File: src/rtl/serial_adder_ctrl.sv
// rtl/serial_adder_ctrl.sv - bit-serial adder controller (optional SERIAL_ADDER_OVF_EN adds signed overflow)
module serial_adder_ctrl #(
  parameter int WIDTH = 8
) (
  input  logic             clk,
  input  logic             rst,
  input  logic             in_valid,
  output logic             in_ready,
  input  logic [WIDTH-1:0] a,
  input  logic [WIDTH-1:0] b,
  input  logic             cin,
  output logic             out_valid,
  input  logic             out_ready,
  output logic [WIDTH-1:0] sum,
  output logic             cout,
  output logic             ovf,
  output logic             busy
);

  localparam int CNT_W = $clog2(WIDTH);
  localparam logic [CNT_W-1:0] CNT_LAST = CNT_W'(WIDTH - 1);

  localparam logic [1:0] ST_IDLE = 2'd0;
  localparam logic [1:0] ST_RUN  = 2'd1;
  localparam logic [1:0] ST_DONE = 2'd2;

  logic [1:0]       state_q, state_d;
  logic [WIDTH-1:0] sa_q, sa_d;
  logic [WIDTH-1:0] sb_q, sb_d;
  logic [WIDTH-1:0] sum_q, sum_d;
  logic             c_q, c_d;
  logic             cout_q, cout_d;
  logic [CNT_W-1:0] cnt_q, cnt_d;

  // Shared 1-bit adder cell: two cascaded half adders plus carry OR
  logic h1s, h1c, s_bit, h2c, cy;
  assign h1s   = sa_q[0] ^ sb_q[0];
  assign h1c   = sa_q[0] & sb_q[0];
  assign s_bit = h1s ^ c_q;
  assign h2c   = h1s & c_q;
  assign cy    = h1c | h2c;

`ifdef SERIAL_ADDER_OVF_EN
  // Carry into the MSB, captured on the last serial step
  logic cmsb_q, cmsb_d;
`endif

  // Handshake flags decode from state alone
  assign in_ready  = (state_q == ST_IDLE);
  assign out_valid = (state_q == ST_DONE);
  assign busy      = (state_q == ST_RUN) || (state_q == ST_DONE);
  assign sum       = sum_q;
  assign cout      = cout_q;

`ifdef SERIAL_ADDER_OVF_EN
  assign ovf = cmsb_q ^ cout_q;
`else
  assign ovf = 1'b0;
`endif

  // Next-state logic: load in IDLE, one bit per cycle in RUN, hold in DONE
  always_comb begin
    state_d = state_q;
    sa_d    = sa_q;
    sb_d    = sb_q;
    sum_d   = sum_q;
    c_d     = c_q;
    cout_d  = cout_q;
    cnt_d   = cnt_q;
`ifdef SERIAL_ADDER_OVF_EN
    cmsb_d  = cmsb_q;
`endif
    case (state_q)
      ST_IDLE: begin
        if (in_valid) begin
          sa_d    = a;
          sb_d    = b;
          c_d     = cin;
          cnt_d   = '0;
          state_d = ST_RUN;
        end
      end
      ST_RUN: begin
        c_d   = cy;
        sum_d = {s_bit, sum_q[WIDTH-1:1]};
        sa_d  = sa_q >> 1;
        sb_d  = sb_q >> 1;
        cnt_d = cnt_q + CNT_W'(1);
        if (cnt_q == CNT_LAST) begin
          cout_d  = cy;
`ifdef SERIAL_ADDER_OVF_EN
          cmsb_d  = c_q;
`endif
          state_d = ST_DONE;
        end
      end
      ST_DONE: begin
        if (out_ready) begin
          state_d = ST_IDLE;
        end
      end
      default: begin
        state_d = ST_IDLE;
      end
    endcase
  end

  // State registers; reset aborts any operation in flight
  always_ff @(posedge clk or posedge rst) begin
    if (rst) begin
      state_q <= ST_IDLE;
      sa_q    <= '0;
      sb_q    <= '0;
      sum_q   <= '0;
      c_q     <= 1'b0;
      cout_q  <= 1'b0;
      cnt_q   <= '0;
    end else begin
      state_q <= state_d;
      sa_q    <= sa_d;
      sb_q    <= sb_d;
      sum_q   <= sum_d;
      c_q     <= c_d;
      cout_q  <= cout_d;
      cnt_q   <= cnt_d;
    end
  end

`ifdef SERIAL_ADDER_OVF_EN
  // MSB carry-in flop used to derive signed overflow
  always_ff @(posedge clk or posedge rst) begin
    if (rst) begin
      cmsb_q <= 1'b0;
    end else begin
      cmsb_q <= cmsb_d;
    end
  end
`endif

endmodule
File: config.mk
export PLATFORM = sky130hd
export DESIGN_NAME = serial_adder_ctrl
export DESIGN_NICKNAME = d
export VERILOG_FILES = /design/src/rtl/serial_adder_ctrl.sv
export SDC_FILE = /design/constraint.sdc
export NUM_CORES = 1
export LEC_CHECK = 0
export CORE_UTILIZATION = 35
export DETAILED_ROUTE_END_ITERATION = 6
export GPL_ROUTABILITY_DRIVEN = 0
export MAX_ROUTING_LAYER = met4
export SETUP_SLACK_MARGIN = 0.02
export SYNTH_ARGS = -nofsm -noshare
export SYNTH_HDL_FRONTEND = slang
export SYNTH_SLANG_ARGS = --single-unit
File: constraint.sdc
create_clock -name clk -period 2.85 [get_ports clk]
set_input_delay 0.4275 -clock clk [delete_from_list [all_inputs] [get_ports clk]]
set_output_delay 0.4275 -clock clk [all_outputs]
set_load 0.01 [all_outputs]
# ---- Yosys cells after proc, flatten, opt, wreduce, memory -nomap -nowiden
# Index checks and enable logic that the tools add are counted.
dict set report word_totals {
  regBits 31
  in_bits 21
  wordCells 37
}
dict set report classes {
  mux 12
  n_eq_ne 6
  n_reduce_logical 6
  bitwise 5
  add_sub_neg 1
}
# operator n
set ops {}
lappend ops {{$pmux 8 s2} 2}
lappend ops {{$mux 8} 2}
lappend ops {{$mux 2} 3}
lappend ops {{$pmux 2 s3} 1}
lappend ops {{$pmux 3 s2} 1}
lappend ops {{$ne 2x1->1 const B} 2}
lappend ops {{$reduce_and 2->1} 2}
lappend ops {{$add 3x1->3 const B} 1}
lappend ops {{$eq 3x3->1 const B} 1}
lappend ops {{$mux 3} 1}
lappend ops {{$reduce_and 3->1} 1}
lappend ops {{$and 1x1->1} 2}
lappend ops {{$eq 2x1->1 const B} 1}
lappend ops {{$eq 2x2->1 const B} 1}
lappend ops {{$logic_not 2->1} 1}
lappend ops {{$ne 2x2->1 const B} 1}
lappend ops {{$pmux 1 s2} 1}
lappend ops {{$reduce_bool 2->1} 1}
lappend ops {{$xor 1x1->1} 2}
lappend ops {{$logic_or 1x1->1} 1}
lappend ops {{$mux 1} 1}
lappend ops {{$or 1x1->1} 1}

# ---- Longest topological paths before layout
# Gate-level depths: netlist (run 1).
dict set report depth {
  word_depth 4
  mapped_depth 6
}

# ---- Worst setup path before layout (run 1)
# Ideal clock, no wire load.
dict set report synth_path {
  kind {register -> register}
  start {register state_q[0]}
  end {register cnt_q[0]}
  required_ps 2755
  arrival_ps 1451
  period_less_slack_ps 1546
  slack_ps 1304
  stages_incl_launch_ff 7
  setup_ps 95
  cell_sequence {dfrtp_1 inv_1 ha_1 mux2i_2 buf_2 nand2_1 o31ai_1}
}
dict set report synth_between {
  elab_chain_len 3
  word_cells_on_any_way 6
  cone_classes {eq/ne: 2; mux: 1; reduce/logical: 3}
}
# item line_no
set synth_rtl {}
lappend synth_rtl {{from (decl)} 27} ;# logic [1:0] state_q, state_d;
lappend synth_rtl {{from (signal assigned)} 119} ;# state_q <= state_d;
lappend synth_rtl {{$logic_not 2->1 (*)} n/a}
lappend synth_rtl {{net in_ready} 8} ;# output logic in_ready,
lappend synth_rtl {{$ne 2x2->1 (no source line) or $reduce_bool 2->1 (tied branches)} n/a}
lappend synth_rtl {{$reduce_and 2->1 (no source line)} n/a}
lappend synth_rtl {{to (signal assigned)} 125} ;# cnt_q <= cnt_d;
lappend synth_rtl {{to (decl)} 33} ;# logic [CNT_W-1:0] cnt_q, cnt_d;
# Mark *: on every way through the listed nets, which the timed path passes. The rest lies on a longest branch.
# A chain may end at the register's enable or synchronous reset.

# ---- Final worst setup path (run 1)
dict set report layout_path {
  start {register state_q[1]}
  end {output in_ready}
}
dict set report layout_between {
  elab_chain_len 1
}
# item line_no
set layout_rtl {}
lappend layout_rtl {{$logic_not 2->1} 49} ;# assign in_ready = (state_q == ST_IDLE);
lappend layout_rtl {{to (decl)} 8}
# Every way passes these cells.

==> results.cfg, run 1 <==
[detailed_routing]
vias = 1002
first_iter_violations = 68
via_per_inst = 4.84
wl_per_cell_um = 11.7
postRouteAntennaNets = 0
dr.pass1.iters = 4
drc_errors = 0
finalWirelength_um = 2430

[pwr]
power_switching_share_pct = 34.7
pwr-share-comb_pct = 45.9
intPower_uw = 1340
seq_power_share_pct = 37.7
p_switching_uw = 712
power_density_nw_per_um2 = 1080
ir_drop_mv = 0.509
leakage_uw = 0.000849
clock_power_share_pct = 16.4

[yosys]
ys_seq_elements = 31
avgSynthCellArea_um2 = 11.6
synth-async-reset-ratio_pct = 100
syn_nets = 151
ys_top_cells_by_count = 31 x dfrtp_1, 19 x nand2_1, 15 x mux2i_1, 15 x o21ai_1, 7 x mux2_2
synth.most_common_cell = dfrtp_1
ys_types = 20
synth_edf_count = 0
synth_flop_cell = dfrtp_1
synth_top_area_share_pct = 53.7
netlist_area_um2 = 1440
ys_seq_area_share_pct = 53.7
ys_top_cells_by_area = dfrtp_1 54%, mux2i_1 10%, mux2_2 5.5%, o21ai_1 5.2%, nand2_1 4.9%
yosys_warnings = 0
netlist_instances = 124
yosysTopAreaCell = dfrtp_1

[grt]
grt_max_degree = 34
grt_usage_pct = 14.1
grt_first_pass_wirelength_um = 4480
antenna_found_initial = 0
first_global_vias = 1008
grt_overflow = 0

[clock_network]
htreeDepth = 2
clockBufferDepth = 2
cts_tree = yes
cts_resized = 0
root_buffer = clkbuf_8
ctsHoldBuffers = 0
cts_sinks = 31
post-cts-setup-buffers = 0
cts-buffers-inserted = 5
clk_pin_slew_ps = 60
worst_skew_pair.late_latency_ps = 270

[timing]
fin_crit_ps = 2120
rsz0062_at_grt = false
fmax_ghz = 0.471
finalHoldViolCount = 0
finalCritPeriodShare_pct = 74.5
fin_skew_ps = 2.97
fin_tns_setup_ps = 0
slew_viol_final = 0
whs_ps = 482
setup_viol = 0

[worst_hold_path]
min_from = sb_q[2]$_DFFE_PP0P_
hold_path.class = reg -> reg

[worst_setup_path]
critical_path.cell_chain = inv_1 > ha_1 > clkdlybuf4s50_1
cp-end-kind = primary output
cp-start-kind = register
rr_startpoint = state_q[1]$_DFFE_PP0P_
critPathBufInv = 2
cp.arrival_ps = 1690
cp.required_ps = 2420
critPathTopFamily = buffers and inverters
cp_slowest_cell = clkdlybuf4s50_1
crit_type = reg -> out
crit_path_max_incr_delay_ps = 600
crit_fanout = 9
setup.worst_path.start = state_q[1]$_DFFE_PP0P_

[floorplan]
die_area_um2 = 4390
start_util_pct = 38.0
die_w_um = 66.2
coreArea_um2 = 3800
die_h_um = 66.2
row_count = 22
io_pins = 34

[finish]
final_area_um2 = 1890
synthToLayoutAreaGrowth_pct = 31.0
fin_nets = 186
seq_area_um2 = 776
multi_input_area_um2 = 611
utilization_pct = 49.8
fill_cells = 354
num_antenna_cells = 0
layout-drive-gt1-share_pct = 11.3

[place]
place_area_um2 = 1800
dp_hpwl_um = 1710
port_buffers = 32

[outcome]
status = complete, no violations

[flow_run]
max-cap-violations = 0
==> layer usage <==
layer / global-route usage [%] / vias to the layer above / part of all wire (%) / wire length (µm)
met5: - / - / 0 / 0
met4: 3.99 / 0 / 1.3 / 31
met3: 5.69 / 6 / 5.6 / 137
met2: 22.3 / 30 / 48 / 1150
met1: 16.5 / 472 / 46 / 1110
li1: - / 494 / - / -
==> tightest hold or removal path: stages (launching register included) <==
cell and delay [ps]:
dfrtp_1 340, nand2_1 50, o21ai_1 60
==> cells in the final DEF (no fill, tap or decap), drive strengths merged <==
cell type and n:
nand2b 2, dfrtp 31, conb 1, inv 4, ha 5, buf 3, fa 1, mux2 10
clkbuf 6, nand2 19, o21ai 17, mux2i 16, nor2b 3, a31oi 4, clkinv 1, a32o 2
clkdlybuf4s50 32, o211ai 1, o31ai 1
==> flip-flops by register name, indices dropped and copies added, names as in the netlist <==
register and cells:
state_q 2, sb_q 8, sum 8, c_q 1, cnt_q 3, cout 1, sa_q 8
==> logic make-up after synthesis <==
logic type	count (synthesis)	share of synthesized area, %
flip-flops	31	53.7
adder cells (fa/ha/maj)	6	5.72
AO/OA/AOI/OAI	25	10.1
buffers and inverters	11	3.99
AND/OR/NAND/NOR	24	7.11
other	1	0.260
multiplexers	26	19.2
==> metrics by stage <==
stage	std cells	setup slack [ps]	total power (µW)
floorplan	124	1300	1450
global placement	200	1050	1710
detailed placement	200	1020	1740
CTS	207	709	2090
global route	207	610	2250
finish	207	728	2050
==> final cells by class <==
class	count	share of cell area [%]
Clock buffer	6	4.37
Clock inverter	1	0.265
Inverter	4	0.794
Multi-Input combinational cell	82	32.3
Sequential cell	31	41.0
Tap cell	48	3.17
Timing Repair Buffer	35	18.1
==> worst paths after layout <==
| kind | end | slack, ps | depth (start not counted) |
|---|---|---|---|
| setup / recovery | in_ready | 730 | 3 |
| min in group asynchronous | cout$_DFFE_PP0P_ | 530 | 3 |
| hold reg to reg | sb_q[2]$_DFFE_PP0P_ | 480 | 2 |
| setup reg to reg | state_q[0]$_DFFE_PP0P_ | 1030 | 6 |
| max in group asynchronous | sa_q[7]$_DFFE_PP0P_ | 2040 | 3 |
| hold / removal | sb_q[2]$_DFFE_PP0P_ | 480 | 2 |
==> power groups by stage <==
| stage | logic, µW | registers [µW] | clock network, µW |
|---|---|---|---|
| finish | 942 | 773 | 336 |
| global route | 1060 | 809 | 375 |
| CTS | 961 | 777 | 350 |
| detailed placement | 960 | 783 | 0 |
| global placement | 936 | 771 | 0 |
| floorplan | 661 | 784 | 0 |
(Power assumes the default switching activity.)
==> inputs of run 2 (changes only) <==
==> constraint.sdc (replaced) <==
create_clock -name clk -period 1.8 [get_ports clk]
set_input_delay 0.27 -clock clk [delete_from_list [all_inputs] [get_ports clk]]
set_output_delay 0.27 -clock clk [all_outputs]
set_load 0.01 [all_outputs]
==> run 2 against run 1 <==
  * Sequential power up 58%
  * Combinational power up 70%
  * First-iteration DRC count down 56%
  * Final cell count up 1.9%
  * Worst hold slack worse by 110 ps
  * Routed wire length up 4.2%
  * Non-clock buffer count up 3
  * Clock skew up 1.7 ps
  * Count of clock-buffer cells in the layout up 2
  * Flip-flop and latch count unchanged
  * Total power up 66%
  * Critical path type unchanged
==> results.cfg, run 2 (synthesis gave the netlist of run 1 again) <==
[clock_network]
cts_sinks = 31
clockBufferDepth = 2
cts-buffers-inserted = 5
clk_pin_slew_ps = 60
htreeDepth = 2
ctsHoldBuffers = 0
cts_tree = yes
root_buffer = clkbuf_8
worst_skew_pair.late_latency_ps = 280

[pwr]
leakage_uw = 0.000883
finalPower_uw = 3420
power_density_nw_per_um2 = 1750
ir_drop_mv = 0.782

[detailed_routing]
via_per_inst = 4.76
finalWirelength_um = 2530
vias = 1004
first_iter_violations = 30
wl_per_cell_um = 12.0
postRouteAntennaNets = 0
drc_errors = 0
dr.pass1.iters = 6

[worst_setup_path]
cp_slowest_cell = clkdlybuf4s50_1
ff2ff_path_depth = 5
critical_path_cell_count = 3
crit_path_max_incr_delay_ps = 470
crit_fanout = 2
cp.required_ps = 1530
reg2reg_to = cout$_DFFE_PP0P_
cp-end-kind = primary output
crit_type = reg -> out
critPathBufInv = 2
critPathTopFamily = buffers and inverters
rrSetupSlack_ps = 250
cp-start-kind = register
rr_startpoint = state_q[1]$_DFFE_PP0P_
setup.worst_path.start = state_q[1]$_DFFE_PP0P_
cp-endpoint = out_valid
critical_path.cell_chain = buf_4 > ha_1 > clkdlybuf4s50_1
cp.arrival_ps = 1450

[finish]
fin_nets = 189
num_antenna_cells = 0
final_common_cell = dfrtp_1
utilization_pct = 51.4
synthToLayoutAreaGrowth_pct = 35.3
final_cell_mix = 31 x dfrtp_1, 30 x clkdlybuf4s50_1, 19 x nand2_1
instances_no_fill = 211
layout-drive-gt1-share_pct = 14.1
fill_cells = 349

[outcome]
status = complete, no violations

[timing]
fin_crit_ps = 1720
fin_skew_ps = 4.70
rsz0062_at_grt = false
fin_ws_ps = 77.1
setup_viol = 0
fmax_ghz = 0.580
finalCritPeriodShare_pct = 95.7
finalHoldViolCount = 0
fin_tns_setup_ps = 0
slew_viol_final = 0

[grt]
grt_overflow = 0
antenna_found_initial = 0
first_global_vias = 1000
grt_usage_pct = 14.1
grt_max_degree = 32
grt_first_pass_wirelength_um = 4350

[floorplan]
die_h_um = 66.2
io_pins = 34
start_util_pct = 38.0
die_area_um2 = 4390
coreArea_um2 = 3800
die_w_um = 66.2
row_count = 22

[place]
place_inst = 201
dp_hpwl_um = 1770
dp_worst_setup_slack_ps = 121
port_buffers = 32

[worst_hold_path]
hold_path.class = in -> async

[flow_run]
max-cap-violations = 0
## run 2: per-stage QoR
step                hold slack (ps)  cell area [µm²]
CTS                             375             1950
global route                    420             1950
floorplan                       374             1440
detailed placement              476             1820
global placement                467             1820
finish                          372             1950
## run 2: layout make-up
| cell class | count | area, µm² | share of cell area, % |
|---|---|---|---|
| flip-flops and latches | 31 | 776 | 39.7 |
| multi-input cells | 82 | 623 | 31.9 |
| repair buffers | 38 | 379 | 19.4 |
| clock buffers | 8 | 100 | 5.12 |
| well taps | 48 | 60.1 | 3.07 |
| inverters | 4 | 15.0 | 0.769 |
## run 2: worst min-delay path by stage
stage / endpoint / slack, ps / cells after the start
after global routing: sb_q[0]$_DFFE_PP0P_ / 420 / 3
after detailed placement: sa_q[2]$_DFFE_PP0P_ / 480 / 2
after floorplan: c_q$_DFFE_PP0P_ / 370 / 1
after global placement: sa_q[2]$_DFFE_PP0P_ / 470 / 2
final: sum[0]$_DFFE_PP0P_ / 370 / 3
after CTS: sum[5]$_DFFE_PP0P_ / 380 / 3
## run 2: layer usage
metal | up-vias | wire [µm] | part of all wire [%] | global-route usage [%]
met2 | 26 | 1220 | 48 | 23.6
met5 | - | 0 | 0 | -
met4 | 0 | 45 | 1.8 | 7.98
met3 | 5 | 114 | 4.5 | 4.14
li1 | 504 | - | - | -
met1 | 469 | 1150 | 46 | 14.7
## run 2: where the power goes
group | leakage (µW) | internal, µW | switching [µW]
Clock | 0.0000515 | 348 | 241
Sequential | 0.000387 | 1030 | 194
Combinational | 0.000445 | 875 | 727
## run 2: tightest hold or removal path: cells and delay by family
kind                   cells  cell delay [ps]
buffers and inverters      3              790
## run 2: timing repair
| action | CTS | global route |
|---|---|---|
| setup buffers | 2 | 0 |
| setup endpoints to repair | 2 | 2 |
| resized for setup | 3 | 2 |
==> inputs of run 3 (changes only) <==
--- a/config.mk
+++ b/config.mk
@@ -13,3 +13,4 @@
 export SYNTH_ARGS = -nofsm -noshare
 export SYNTH_HDL_FRONTEND = slang
 export SYNTH_SLANG_ARGS = --single-unit
+export TNS_END_PERCENT = 1
==> run 3 against run 2 <==
  * Die area unchanged
  * Combinational power about the same
  * Critical path type is now reg -> reg
  * Sequential power about the same
  * First-iteration DRC count up 20%
  * Via count down 0.80%
  * Maximum frequency up 9.1%
  * Setup slack better by 140 ps
==> results.cfg, run 3 (synthesis gave the netlist of run 1 again) <==
[outcome]
status = complete, no violations

[finish]
num_antenna_cells = 0
final_common_cell = dfrtp_1
fin_nets = 187
final_cell_mix = 31 x dfrtp_1, 29 x clkdlybuf4s50_1, 19 x nand2_1
synthToLayoutAreaGrowth_pct = 34.1
layout-drive-gt1-share_pct = 13.0
fill_cells = 352
instances_no_fill = 209

[detailed_routing]
dr.pass1.iters = 6
via_per_inst = 4.77
postRouteAntennaNets = 0
drc_errors = 0
finalWirelength_um = 2510
wl_per_cell_um = 12.0
vias = 996
first_iter_violations = 36

[floorplan]
io_pins = 34
die_area_um2 = 4390
die_w_um = 66.2
start_util_pct = 38.0
coreArea_um2 = 3800
die_h_um = 66.2
row_count = 22

[clock_network]
ctsHoldBuffers = 0
clockBufferDepth = 2
cts_tree = yes
clk_pin_slew_ps = 60
htreeDepth = 2
worst_skew_pair.late_latency_ps = 280
root_buffer = clkbuf_8
cts_sinks = 31
cts-buffers-inserted = 5
post-cts-setup-buffers = 0

[timing]
fin_skew_ps = 4.70
finalCritPeriodShare_pct = 87.7
fin_crit_ps = 1580
slew_viol_final = 0
finalHoldViolCount = 0
fin_tns_setup_ps = 0
rsz0062_at_grt = false
fmax_ghz = 0.633
setup_viol = 0

[worst_setup_path]
crit_fanout = 16
cp-start-kind = register
cp.arrival_ps = 1740
cp.required_ps = 1960
cp-end-kind = register
crit_type = reg -> reg

[flow_run]
max-cap-violations = 0

[worst_hold_path]
hold_path.class = in -> async

[pwr]
clock_power_share_pct = 17.4
p_switching_uw = 1160
leakage_uw = 0.000884
seq_power_share_pct = 36.3
ir_drop_mv = 0.782
power_switching_share_pct = 34.2
intPower_uw = 2230
pwr-share-comb_pct = 46.3
power_density_nw_per_um2 = 1750

[place]
port_buffers = 32
dp_hpwl_um = 1770
place_inst = 201

[grt]
grt_first_pass_wirelength_um = 4330
grt_max_degree = 32
antenna_found_initial = 0
first_global_vias = 991
grt_overflow = 0
grt_usage_pct = 14.0
-- run 3: routing by layer --
metal / part of all wire [%] / global-route usage, % / vias to the layer above
met5: 0 / - / -
met4: 1.8 / 7.98 / 0
met3: 4.3 / 4.14 / 5
met2: 48 / 23.3 / 26
met1: 46 / 14.7 / 464
li1: - / - / 501
-- run 3: repair_timing --
action                     4_1_cts  5_1_grt
hold endpoints to repair         0        0
setup endpoints to repair        2        1
resized for setup                5        1
-- run 3: worst paths after layout --
| check | depth (start not counted) | start | end | slack [ps] |
|---|---|---|---|---|
| hold / removal | 3 | rst | sum[0]$_DFFE_PP0P_ | 370 |
| min in group clk | 2 | sb_q[1]$_DFFE_PP0P_ | sb_q[1]$_DFFE_PP0P_ | 480 |
| hold reg to reg | 2 | sb_q[1]$_DFFE_PP0P_ | sb_q[1]$_DFFE_PP0P_ | 480 |
| setup / recovery | 5 | state_q[1]$_DFFE_PP0P_ | cout$_DFFE_PP0P_ | 220 |
| setup reg to reg | 5 | state_q[1]$_DFFE_PP0P_ | cout$_DFFE_PP0P_ | 220 |
| max in group asynchronous | 3 | rst | sa_q[4]$_DFFE_PP0P_ | 1140 |
-- run 3: power by group through the flow --
| stage | Combinational, µW | Sequential [µW] | Clock (µW) |
|---|---|---|---|
| finish | 1570 | 1230 | 590 |
| global route | 1740 | 1280 | 648 |
| CTS | 1610 | 1240 | 613 |
| detailed placement | 1580 | 1240 | 0 |
| global placement | 1550 | 1220 | 0 |
| floorplan | 1050 | 1240 | 0 |
-- run 3: layout make-up --
class | instances | area (µm²) | share of cell area [%]
multi-input combinational | 82 | 623 | 32.2
sequential | 31 | 776 | 40.1
tap | 48 | 60.1 | 3.10
clock buffer | 8 | 100 | 5.17
timing repair buffer | 36 | 363 | 18.7
inverter | 4 | 15.0 | 0.775
-- run 3: worst max-delay path: stages, from the launching register on --
cell     delay [ps]
dfrtp_1         400
inv_1           120
ha_1            250
buf_4           280
nand2_1          90
mux2_1          310
-- run 3: stage by stage --
| stage | instance area (µm²) | utilization, % | worst slack (ps) | hold slack [ps] | power, µW |
|---|---|---|---|---|---|
| 2_1_floorplan | 1440 | - | 254 | 374 | 2290 |
| 3_3_place_gp | 1820 | 48.0 | 164 | 467 | 2770 |
| 3_5_place_dp | 1820 | 48.0 | 121 | 476 | 2830 |
| 6_report | 1940 | 51.0 | 221 | 372 | 3390 |
| 5_1_grt | 1940 | 51.0 | 105 | 420 | 3670 |
| 4_1_cts | 1930 | 50.9 | 39.8 | 375 | 3450 |
